[config.mk]
export PLATFORM = sky130hd
export DESIGN_NAME = uart_fifo_core
export DESIGN_NICKNAME = d
export VERILOG_FILES = /design/src/rtl/uart_fifo_core.sv
export SDC_FILE = /design/constraint.sdc
export NUM_CORES = 1
export LEC_CHECK = 0
export ABC_AREA = 1
export CAP_MARGIN = 20
export CORE_MARGIN = 2
export CORE_UTILIZATION = 35
export CTS_BUF_LIST = sky130_fd_sc_hd__clkbuf_16
export CTS_CLUSTER_DIAMETER = 100
export DETAILED_ROUTE_END_ITERATION = 10
export DONT_BUFFER_PORTS = 1
export RECOVER_POWER = 100
export SETUP_SLACK_MARGIN = 0.4
export SYNTH_ARGS = -nofsm -noshare
export SYNTH_HDL_FRONTEND = slang
export SYNTH_SLANG_ARGS = --single-unit
[constraint.sdc]
create_clock -name clk -period 6.95 [get_ports clk]
set_input_delay 1.0425 -clock clk [delete_from_list [all_inputs] [get_ports clk]]
set_output_delay 1.0425 -clock clk [all_outputs]
set_load 0.03 [all_outputs]
[src/rtl/uart_fifo_core.sv]
// Full-duplex UART with a shared 16x oversampling tick, configurable frame format,
// first-word-fall-through TX/RX FIFOs and sticky parity/framing/overrun flags.
module uart_fifo_core #(
  parameter int unsigned CLK_FREQ    = 50_000_000,
  parameter int unsigned BAUD_RATE   = 115_200,
  parameter int unsigned DATA_BITS   = 8,
  parameter int unsigned PARITY_MODE = 0,
  parameter int unsigned STOP_BITS   = 1,
  parameter int unsigned FIFO_DEPTH  = 16
) (
  input  logic                          clk,
  input  logic                          reset,
  input  logic                          tx_wr_en,
  input  logic [DATA_BITS-1:0]          tx_wr_data,
  output logic                          tx_full,
  output logic                          tx_busy,
  output logic                          tx,
  input  logic                          rx,
  input  logic                          rx_rd_en,
  output logic [DATA_BITS-1:0]          rx_rd_data,
  output logic                          rx_empty,
  output logic [$clog2(FIFO_DEPTH):0]   rx_count,
  output logic                          parity_err,
  output logic                          frame_err,
  output logic                          overrun_err,
  input  logic                          err_clr
);

  localparam int unsigned DIV = CLK_FREQ / (BAUD_RATE * 16);
  localparam int unsigned TW  = (DIV > 1) ? $clog2(DIV) : 1;
  localparam int unsigned AW  = $clog2(FIFO_DEPTH);

  typedef enum logic [2:0] {StIdle, StStart, StData, StParity, StStop} state_e;

  function automatic logic par_of(input logic [DATA_BITS-1:0] d);
    return (PARITY_MODE == 2) ? ~(^d) : ^d;
  endfunction

  // Oversampling tick shared by both directions
  logic [TW-1:0] tick_cnt_q;
  logic          tick;

  assign tick = (tick_cnt_q == TW'(DIV - 1));

  always_ff @(posedge clk or negedge reset) begin
    if (!reset) tick_cnt_q <= '0;
    else        tick_cnt_q <= tick ? '0 : tick_cnt_q + 1'b1;
  end

  // TX FIFO
  logic [DATA_BITS-1:0] tx_mem [FIFO_DEPTH];
  logic [AW:0]          tx_wptr_q, tx_rptr_q;
  logic                 tx_empty, tx_push, tx_pop;
  logic [DATA_BITS-1:0] tx_head;

  assign tx_empty = (tx_wptr_q == tx_rptr_q);
  assign tx_full  = (tx_wptr_q[AW] != tx_rptr_q[AW]) &&
                    (tx_wptr_q[AW-1:0] == tx_rptr_q[AW-1:0]);
  assign tx_push  = tx_wr_en && (!tx_full || tx_pop);
  assign tx_head  = tx_mem[tx_rptr_q[AW-1:0]];

  always_ff @(posedge clk) begin
    if (tx_push) tx_mem[tx_wptr_q[AW-1:0]] <= tx_wr_data;
  end

  always_ff @(posedge clk or negedge reset) begin
    if (!reset) begin
      tx_wptr_q <= '0;
      tx_rptr_q <= '0;
    end else begin
      if (tx_push) tx_wptr_q <= tx_wptr_q + 1'b1;
      if (tx_pop)  tx_rptr_q <= tx_rptr_q + 1'b1;
    end
  end

  // TX FSM
  state_e               tx_state_q;
  logic [3:0]           tx_cnt_q;
  logic [2:0]           tx_bit_q;
  logic                 tx_stop2_q;
  logic [DATA_BITS-1:0] tx_shreg_q;
  logic                 tx_par_q;
  logic                 tx_q;
  logic                 tx_last_stop;

  assign tx_last_stop = (STOP_BITS == 1) || tx_stop2_q;
  // The last stop tick may reload directly so frames run back-to-back
  assign tx_pop = tick && !tx_empty &&
                  ((tx_state_q == StIdle) ||
                   ((tx_state_q == StStop) && (tx_cnt_q == 4'd15) && tx_last_stop));

  always_ff @(posedge clk or negedge reset) begin
    if (!reset) begin
      tx_state_q <= StIdle;
      tx_cnt_q   <= '0;
      tx_bit_q   <= '0;
      tx_stop2_q <= 1'b0;
      tx_shreg_q <= '0;
      tx_par_q   <= 1'b0;
      tx_q       <= 1'b1;
    end else if (tick) begin
      if (tx_state_q == StIdle) begin
        if (tx_pop) begin
          tx_shreg_q <= tx_head;
          tx_par_q   <= par_of(tx_head);
          tx_q       <= 1'b0;
          tx_cnt_q   <= '0;
          tx_state_q <= StStart;
        end
      end else if (tx_cnt_q != 4'd15) begin
        tx_cnt_q <= tx_cnt_q + 4'd1;
      end else begin
        tx_cnt_q <= '0;
        case (tx_state_q)
          StStart: begin
            tx_state_q <= StData;
            tx_q       <= tx_shreg_q[0];
            tx_shreg_q <= tx_shreg_q >> 1;
            tx_bit_q   <= '0;
          end
          StData: begin
            if (tx_bit_q == 3'(DATA_BITS - 1)) begin
              if (PARITY_MODE != 0) begin
                tx_state_q <= StParity;
                tx_q       <= tx_par_q;
              end else begin
                tx_state_q <= StStop;
                tx_q       <= 1'b1;
                tx_stop2_q <= 1'b0;
              end
            end else begin
              tx_bit_q   <= tx_bit_q + 3'd1;
              tx_q       <= tx_shreg_q[0];
              tx_shreg_q <= tx_shreg_q >> 1;
            end
          end
          StParity: begin
            tx_state_q <= StStop;
            tx_q       <= 1'b1;
            tx_stop2_q <= 1'b0;
          end
          StStop: begin
            if (!tx_last_stop) begin
              tx_stop2_q <= 1'b1;
            end else if (tx_pop) begin
              tx_shreg_q <= tx_head;
              tx_par_q   <= par_of(tx_head);
              tx_q       <= 1'b0;
              tx_state_q <= StStart;
            end else begin
              tx_state_q <= StIdle;
            end
          end
          default: tx_state_q <= StIdle;
        endcase
      end
    end
  end

  assign tx      = tx_q;
  assign tx_busy = (tx_state_q != StIdle) || !tx_empty;

  // RX synchronizer and start-edge detect
  logic rx_sync1_q, rx_sync2_q, rx_prev_q;
  logic rx_line, rx_fall;

  always_ff @(posedge clk or negedge reset) begin
    if (!reset) begin
      rx_sync1_q <= 1'b1;
      rx_sync2_q <= 1'b1;
      rx_prev_q  <= 1'b1;
    end else begin
      rx_sync1_q <= rx;
      rx_sync2_q <= rx_sync1_q;
      rx_prev_q  <= rx_sync2_q;
    end
  end

  assign rx_line = rx_sync2_q;
  assign rx_fall = rx_prev_q & ~rx_sync2_q;

  // RX FSM
  state_e               rx_state_q;
  logic [3:0]           rx_cnt_q;
  logic [2:0]           rx_bit_q;
  logic [DATA_BITS-1:0] rx_shreg_q;
  logic                 rx_sample;

  assign rx_sample = tick && (rx_cnt_q == 4'd15);

  always_ff @(posedge clk or negedge reset) begin
    if (!reset) begin
      rx_state_q <= StIdle;
      rx_cnt_q   <= '0;
      rx_bit_q   <= '0;
      rx_shreg_q <= '0;
    end else if (rx_state_q == StIdle) begin
      if (rx_fall) begin
        rx_cnt_q   <= '0;
        rx_state_q <= StStart;
      end
    end else if (tick) begin
      if (rx_state_q == StStart) begin
        if (rx_cnt_q == 4'd7) begin
          rx_cnt_q   <= '0;
          rx_bit_q   <= '0;
          rx_state_q <= rx_line ? StIdle : StData;
        end else begin
          rx_cnt_q <= rx_cnt_q + 4'd1;
        end
      end else if (rx_cnt_q != 4'd15) begin
        rx_cnt_q <= rx_cnt_q + 4'd1;
      end else begin
        rx_cnt_q <= '0;
        case (rx_state_q)
          StData: begin
            rx_shreg_q <= {rx_line, rx_shreg_q[DATA_BITS-1:1]};
            if (rx_bit_q == 3'(DATA_BITS - 1)) begin
              rx_state_q <= (PARITY_MODE != 0) ? StParity : StStop;
            end else begin
              rx_bit_q <= rx_bit_q + 3'd1;
            end
          end
          StParity: rx_state_q <= StStop;
          default:  rx_state_q <= StIdle;
        endcase
      end
    end
  end

  // RX FIFO
  logic [DATA_BITS-1:0] rx_mem [FIFO_DEPTH];
  logic [AW:0]          rx_wptr_q, rx_rptr_q;
  logic                 rx_full, rx_push, rx_wr, rx_pop;
  logic                 parity_evt, frame_evt, overrun_evt;

  assign rx_push     = (rx_state_q == StStop) && rx_sample;
  assign parity_evt  = (rx_state_q == StParity) && rx_sample && (rx_line != par_of(rx_shreg_q));
  assign frame_evt   = rx_push && !rx_line;
  assign rx_empty    = (rx_wptr_q == rx_rptr_q);
  assign rx_full     = (rx_wptr_q[AW] != rx_rptr_q[AW]) &&
                       (rx_wptr_q[AW-1:0] == rx_rptr_q[AW-1:0]);
  assign rx_pop      = rx_rd_en && !rx_empty;
  assign rx_wr       = rx_push && (!rx_full || rx_pop);
  assign overrun_evt = rx_push && rx_full && !rx_rd_en;
  assign rx_count    = rx_wptr_q - rx_rptr_q;
  assign rx_rd_data  = rx_empty ? '0 : rx_mem[rx_rptr_q[AW-1:0]];

  always_ff @(posedge clk) begin
    if (rx_wr) rx_mem[rx_wptr_q[AW-1:0]] <= rx_shreg_q;
  end

  always_ff @(posedge clk or negedge reset) begin
    if (!reset) begin
      rx_wptr_q <= '0;
      rx_rptr_q <= '0;
    end else begin
      if (rx_wr)  rx_wptr_q <= rx_wptr_q + 1'b1;
      if (rx_pop) rx_rptr_q <= rx_rptr_q + 1'b1;
    end
  end

  // Sticky flags: a same-cycle error event beats err_clr
  always_ff @(posedge clk or negedge reset) begin
    if (!reset) begin
      parity_err  <= 1'b0;
      frame_err   <= 1'b0;
      overrun_err <= 1'b0;
    end else begin
      parity_err  <= (parity_err  & ~err_clr) | parity_evt;
      frame_err   <= (frame_err   & ~err_clr) | frame_evt;
      overrun_err <= (overrun_err & ~err_clr) | overrun_evt;
    end
  end

endmodule

Yosys cells after proc, flatten, opt, wreduce, memory -nomap -nowiden
Memory sizes are Yosys's and may differ from the RTL's.
Index checks and enable logic that the tools add are counted.
{ "op_classes": {"mux": 47, "eq_ne": 35, "n_reduce_logical": 43, "shift": 0, "n_mul": 0, "bitwise": 14, "div": 0, "n_addsub": 10, "magnitude_cmp": 0} }
{ "ops": {"columns": ["cell", "n"], "rows": [
  ["$mux W3", 17],
  ["$mux W8", 5],
  ["$mux W4", 9],
  ["$add A5 B1 Y5 const B", 5],
  ["$pmux W8 S3", 1],
  ["$logic_and A1 B1 Y1", 15],
  ["$reduce_and A5 Y1", 3],
  ["$eq A3 B2 Y1 const B", 4],
  ["$eq A3 B3 Y1 const B", 4],
  ["$ne A2 B2 Y1 const B", 6],
  ["$ne A4 B4 Y1 const B", 3],
  ["$pmux W3 S2", 2],
  ["$pmux W3 S4", 1],
  ["$eq A5 B5 Y1", 2],
  ["$mux W1", 9],
  ["$ne A3 B3 Y1 const B", 3],
  ["$add A4 B1 Y4 const B", 2],
  ["$eq A4 B4 Y1", 2],
  ["$eq A4 B4 Y1 const B", 2],
  ["$reduce_and A4 Y1", 2],
  ["$reduce_xor A8 Y1", 1],
  ["$not A1 Y1", 7],
  ["$add A3 B1 Y3 const B", 2],
  ["$eq A3 B1 Y1 const B", 2],
  ["other kinds (21)", 40]
]} }
{ "totals": {"ff_bits": 68, "romBits": 0, "elab_cells": 171, "latch_bits": 0, "n_memories": 2, "ram_bits": 256} }
{ "mem_list": {"columns": ["name", "words", "width", "rd", "rd_ports_with_merged_regs", "wr", "line", "text"], "rows": [
  ["rx_mem", 16, 8, 1, 0, 1, "232", "logic [DATA_BITS-1:0] rx_mem [FIFO_DEPTH];"],
  ["tx_mem", 16, 8, 1, 0, 1, "51", "logic [DATA_BITS-1:0] tx_mem [FIFO_DEPTH];"]
]} }

Depth between registers and ports, before layout
{ "depth": {"ltp_word": 8, "mapped_depth": 13, "ltp_nobuf": 12} }

Least setup slack after synthesis
Ideal clock, no wire load.
{ "synth_path": {"path_kind": "register to output", "startpoint": "reg rx_rptr_q[2]", "endpoint": "out rx_rd_data[0]", "slack_ns": 3.868, "path_buffers": 1, "arrival_ns": 2.039, "path_stages_with_launch": 7, "t_required_ns": 5.907, "cell_sequence": "dfrtp_1 -> clkbuf_1 -> inv_2 -> ha_1 -> nand4_1 -> nor2_2 -> a21oi_1"} }
{ "synth_between": {"elab_chain_cells": 2, "word_cells_on_any_way": 3, "cone_classes": "1 x eq/ne; 1 x mux; 1 x memory"} }
{ "synth_rtl": {"columns": ["item", "line", "text"], "rows": [
  ["start: declaration", "233", "logic [AW:0] rx_wptr_q, rx_rptr_q;"],
  ["start signal: assignment", "259", "if (rx_pop) rx_rptr_q <= rx_rptr_q + 1'b1;"],
  ["$eq A5 B5 Y1", "240", "assign rx_empty = (rx_wptr_q == rx_rptr_q);"],
  ["via rx_empty", "21", "output logic rx_empty,"],
  ["$mux W8", "247", "assign rx_rd_data = rx_empty ? '0 : rx_mem[rx_rptr_q[AW-1:0]];"],
  ["end: declaration", "20", "output logic [DATA_BITS-1:0] rx_rd_data,"]
]} }
The timed path passes the listed nets, and every way through them passes these cells.

Final worst setup path
{ "layout_path": {"startpoint": "reg tx_rptr_q[1]", "endpoint": "out tx_busy"} }
{ "layout_between": {"elab_chain_cells": 3} }
{ "layout_rtl": {"columns": ["item", "line", "text"], "rows": [
  ["start: declaration", "52", "logic [AW:0] tx_wptr_q, tx_rptr_q;"],
  ["start signal: assignment", "72", "if (tx_pop) tx_rptr_q <= tx_rptr_q + 1'b1;"],
  ["$eq A5 B5 Y1", "56", "assign tx_empty = (tx_wptr_q == tx_rptr_q);"],
  ["$logic_not A1 Y1", "161", "assign tx_busy = (tx_state_q != StIdle) || !tx_empty;"],
  ["$logic_or A1 B1 Y1", "161", null],
  ["end: declaration", "16", "output logic tx_busy,"]
]} }
Every way passes these cells.

==> summary.md <==
| Metric | Value |
|---|---|
| Clock Pin Slew Worst Setup and Hold Paths | 60 ps |
| Met2 Track Usage GR | 24.1% |
| Antenna Nets Post-Route | 0 |
| FFs w/ async S/R, synth | 21.0% |
| Area contributors post-synth | edfxtp_1 (54%), dfrtp_1 (11%), nor2_1 (6.1%) |
| CP Max Fanout | 48 |
| Maximum VDD drop | 0.271 mV |
| Failing checks | capacitance limit, slew limit |
| Non-Filler Instances | 1860 |
| Max Slew Vio Count | 49 |
| Core Area | 39800 sq um |
| Crit path buffers/inverters | 3 |
| Setup violators final | 0 |
| Vert. Die Dim | 205 um |
| Nets | 1349 |
| Die ar. | 42000 sq um |
| Maxcap violations | 1 |
| Net Count, Synth | 1342 |
| M1 GR Usage | 20.1% |
| Initial antenna violation count | 0 |
| N_diodes | 0 |
| Worst path slowest cell | clkbuf_1 |
| Unrepaired setup endpoints after global routing | no |
| Area share of the leading cell type in the synthesized netlist | 54.4% |
| H-tree lvl count | 2 |
| Tmin final | 5300 ps |
| Fmax | 0.189 GHz |
| CTS tree | built |
| Sink Count | 324 |
| Longest Clk Path Bufs | 3 |
| Post-synthesis sequential area ratio | 66.5% |
| Startpoint types | register |
| Setup TNS | 0 ps |
| Most frequent cell after synthesis | edfxtp_1 |
| Placed Instances | 1796 |
| I/O pin count | 34 |
| Drt pass-1 iters | 5 |
| Placer congestion estimate | 0.808 |
| Post-synth EDFFs | 256 |
| Crit-path cells | clkbuf_1 -> inv_2 -> nand2_1 -> nand2_1 -> nor2_1 -> nand3_1 -> inv_1 -> nand2_2 |
| Static leakage | 6.37 nW |
| Vias in the first global route | 8934 |
| PD cells | 352 nW/um^2 |
| Area growth syn-to-layout | 11.2% |
| DRC violations left | 0 |
| Hold-fix buffers, CTS | 0 |
| Skew-Pair Late Insertion Delay | 530 ps |
| Worst Hold Class | in2async |
| Root buffer cell | clkbuf_16 |
| Design Area, Final | 15700 sq um |
| Top FF cell, synth | edfxtp_1 |
| Post-synthesis instance total | 1305 |
| Cell area after synthesis | 14100 sq um |
| Final hold violations | 0 |
| Die X-Extent | 205 um |
| Critical path type | reg2out |
| Cell row count | 73 |
| Port bufs | 0 |
| Yosys warning total | 0 |
| WL final | 30600 um |
| Critical path endpoint category | primary output |
| Via density | 4.91 |
| DPL Wire Length | 19100 um |
| Post-CTS sizing | 0 |
| Final cycle utilization of the critical path | 76.2% |
| First-pass GRT wire length | 48700 um |
| Status | finished, violations left |
| All-layer global routing usage | 14.8% |
| DR iter-0 viols | 590 |
| Worst Skew | 17.6 ps |
| Largest net degree at the start of global routing | 69 |
| Synth cell types | 36 |
| Syn Area/Cell | 10.8 sq um |
| GR Layer Usage met3 | 2.97% |
| WP data arrival | 4260 ps |
| Cts bufs inserted | 35 |
| Fin util | 39.5% |
| Busiest layer in global routing | met2 |
| Wire per inst | 16.5 um |
| Grt total ovfl | 0 |
| Slew HR | -59.3% |
| Dpl cell area | 14600 sq um |
| Post-CTS Setup Inserts | 0 |
| Share of cells above drive strength 1 | 5.99% |
| Critical path's most frequent cell | nand2_1 |
| Starting Density | 35.5% |
| Worst-margin pin slew | 2390 ps |
| Worst endpoint required time | 5910 ps |
| Max incr delay on CP | 1690 ps |
| Yosys reg bits | 324 |
| List of most frequent post-synthesis cells | edfxtp_1 (256), nor2_1 (228), nand2_1 (225) |
| Vias | 9125 |
| Top cell family by delay on the critical path | buffers and inverters |
| Synth area leader | edfxtp_1 |
routing by layer:
| metal | share of wire, % | up-vias |
|---|---|---|
| li1 | - | 4466 |
| met1 | 46 | 4380 |
| met2 | 46 | 230 |
| met3 | 5.9 | 49 |
| met4 | 2.0 | 0 |
| met5 | 0 | - |
worst register-to-register path: cells and delay by family (launching register included):
family | cells | cell delay, ps
buf+inv | 3 | 2680
flops | 1 | 310
simple gates | 9 | 1870
path summary, 6_finish.rpt:
kind                                   start       endpoint  slack, ps  cells after the start
max in group asynchronous              reset             tx       6540                      0
worst min register to register    rx_sync1_q        rx_line        360                      0
worst max-delay path            tx_rptr_q[1]        tx_busy       1650                      8
min in group clk                  rx_sync1_q        rx_line        360                      0
worst min-delay path                   reset   rx_wptr_q[2]        210                      0
worst max register to register  tx_rptr_q[1]  tx_mem[11][1]       1790                     12
logic make-up after synthesis:
group / share of synthesized area, %
buffers and inverters: 4.47
AND/OR/NAND/NOR: 16.2
multiplexers: 0.567
adder cells (fa/ha/maj): 2.09
flip-flops: 66.5
XOR/XNOR: 1.86
AO/OA/AOI/OAI: 8.33
area by class of cell:
class,count,area [sq um]
Timing Repair Buffer,18,86.3
Tap cell,525,657
Clock inverter,21,144
Inverter,104,390
Fill cell,3896,24100
Sequential cell,324,9400
Multi-Input combinational cell,829,4060
Clock buffer,39,976
stage by stage:
step	hold slack (ps)	setup slack, ps	power, mW
CTS	190	2740	5.58
global placement	348	3360	3.74
finish	211	1650	5.53
detailed placement	348	3240	3.76
floorplan	345	3870	3.44
global route	195	1340	5.83
layout by cell type (no fill, tap or decap), types with 10 or more instances in the layout:
cell | synthesis | layout
nor2_1 | 228 | 231
inv_2 | 13 | 10
nand2_1 | 225 | 229
xor2_1 | 22 | 22
nand3_1 | 58 | 60
edfxtp_1 | 256 | 256
clkbuf_1 | 21 | 13
clkbuf_16 | 0 | 39
o211ai_1 | 31 | 31
dfrtp_1 | 64 | 62
o21ai_0 | 141 | 143
o22ai_1 | 16 | 16
ha_1 | 22 | 22
inv_1 | 89 | 97
nor3_1 | 15 | 15
a21oi_1 | 21 | 21
report_power, final:
part           internal (mW)  switching (mW)
sequential              2.22          0.0802
clock                   1.08           0.733
combinational          0.385            1.03
total                   3.68            1.84
registers in the layout, indices dropped and copies added (netlist names), 3 cells and up:
register    count
tx_rptr_q       5
rx_cnt_q        4
rx_state_q      3
tx_shreg_q      8
rx_rptr_q       5
tick_cnt_q      5
rx_bit_q        3
rx_wptr_q       5
tx_bit_q        3
tx_state_q      3
tx_mem        128
rx_shreg_q      8
rx_mem        128
tx_wptr_q       5
tx_cnt_q        4
Note: power is estimated with default switching activity, not from simulation.
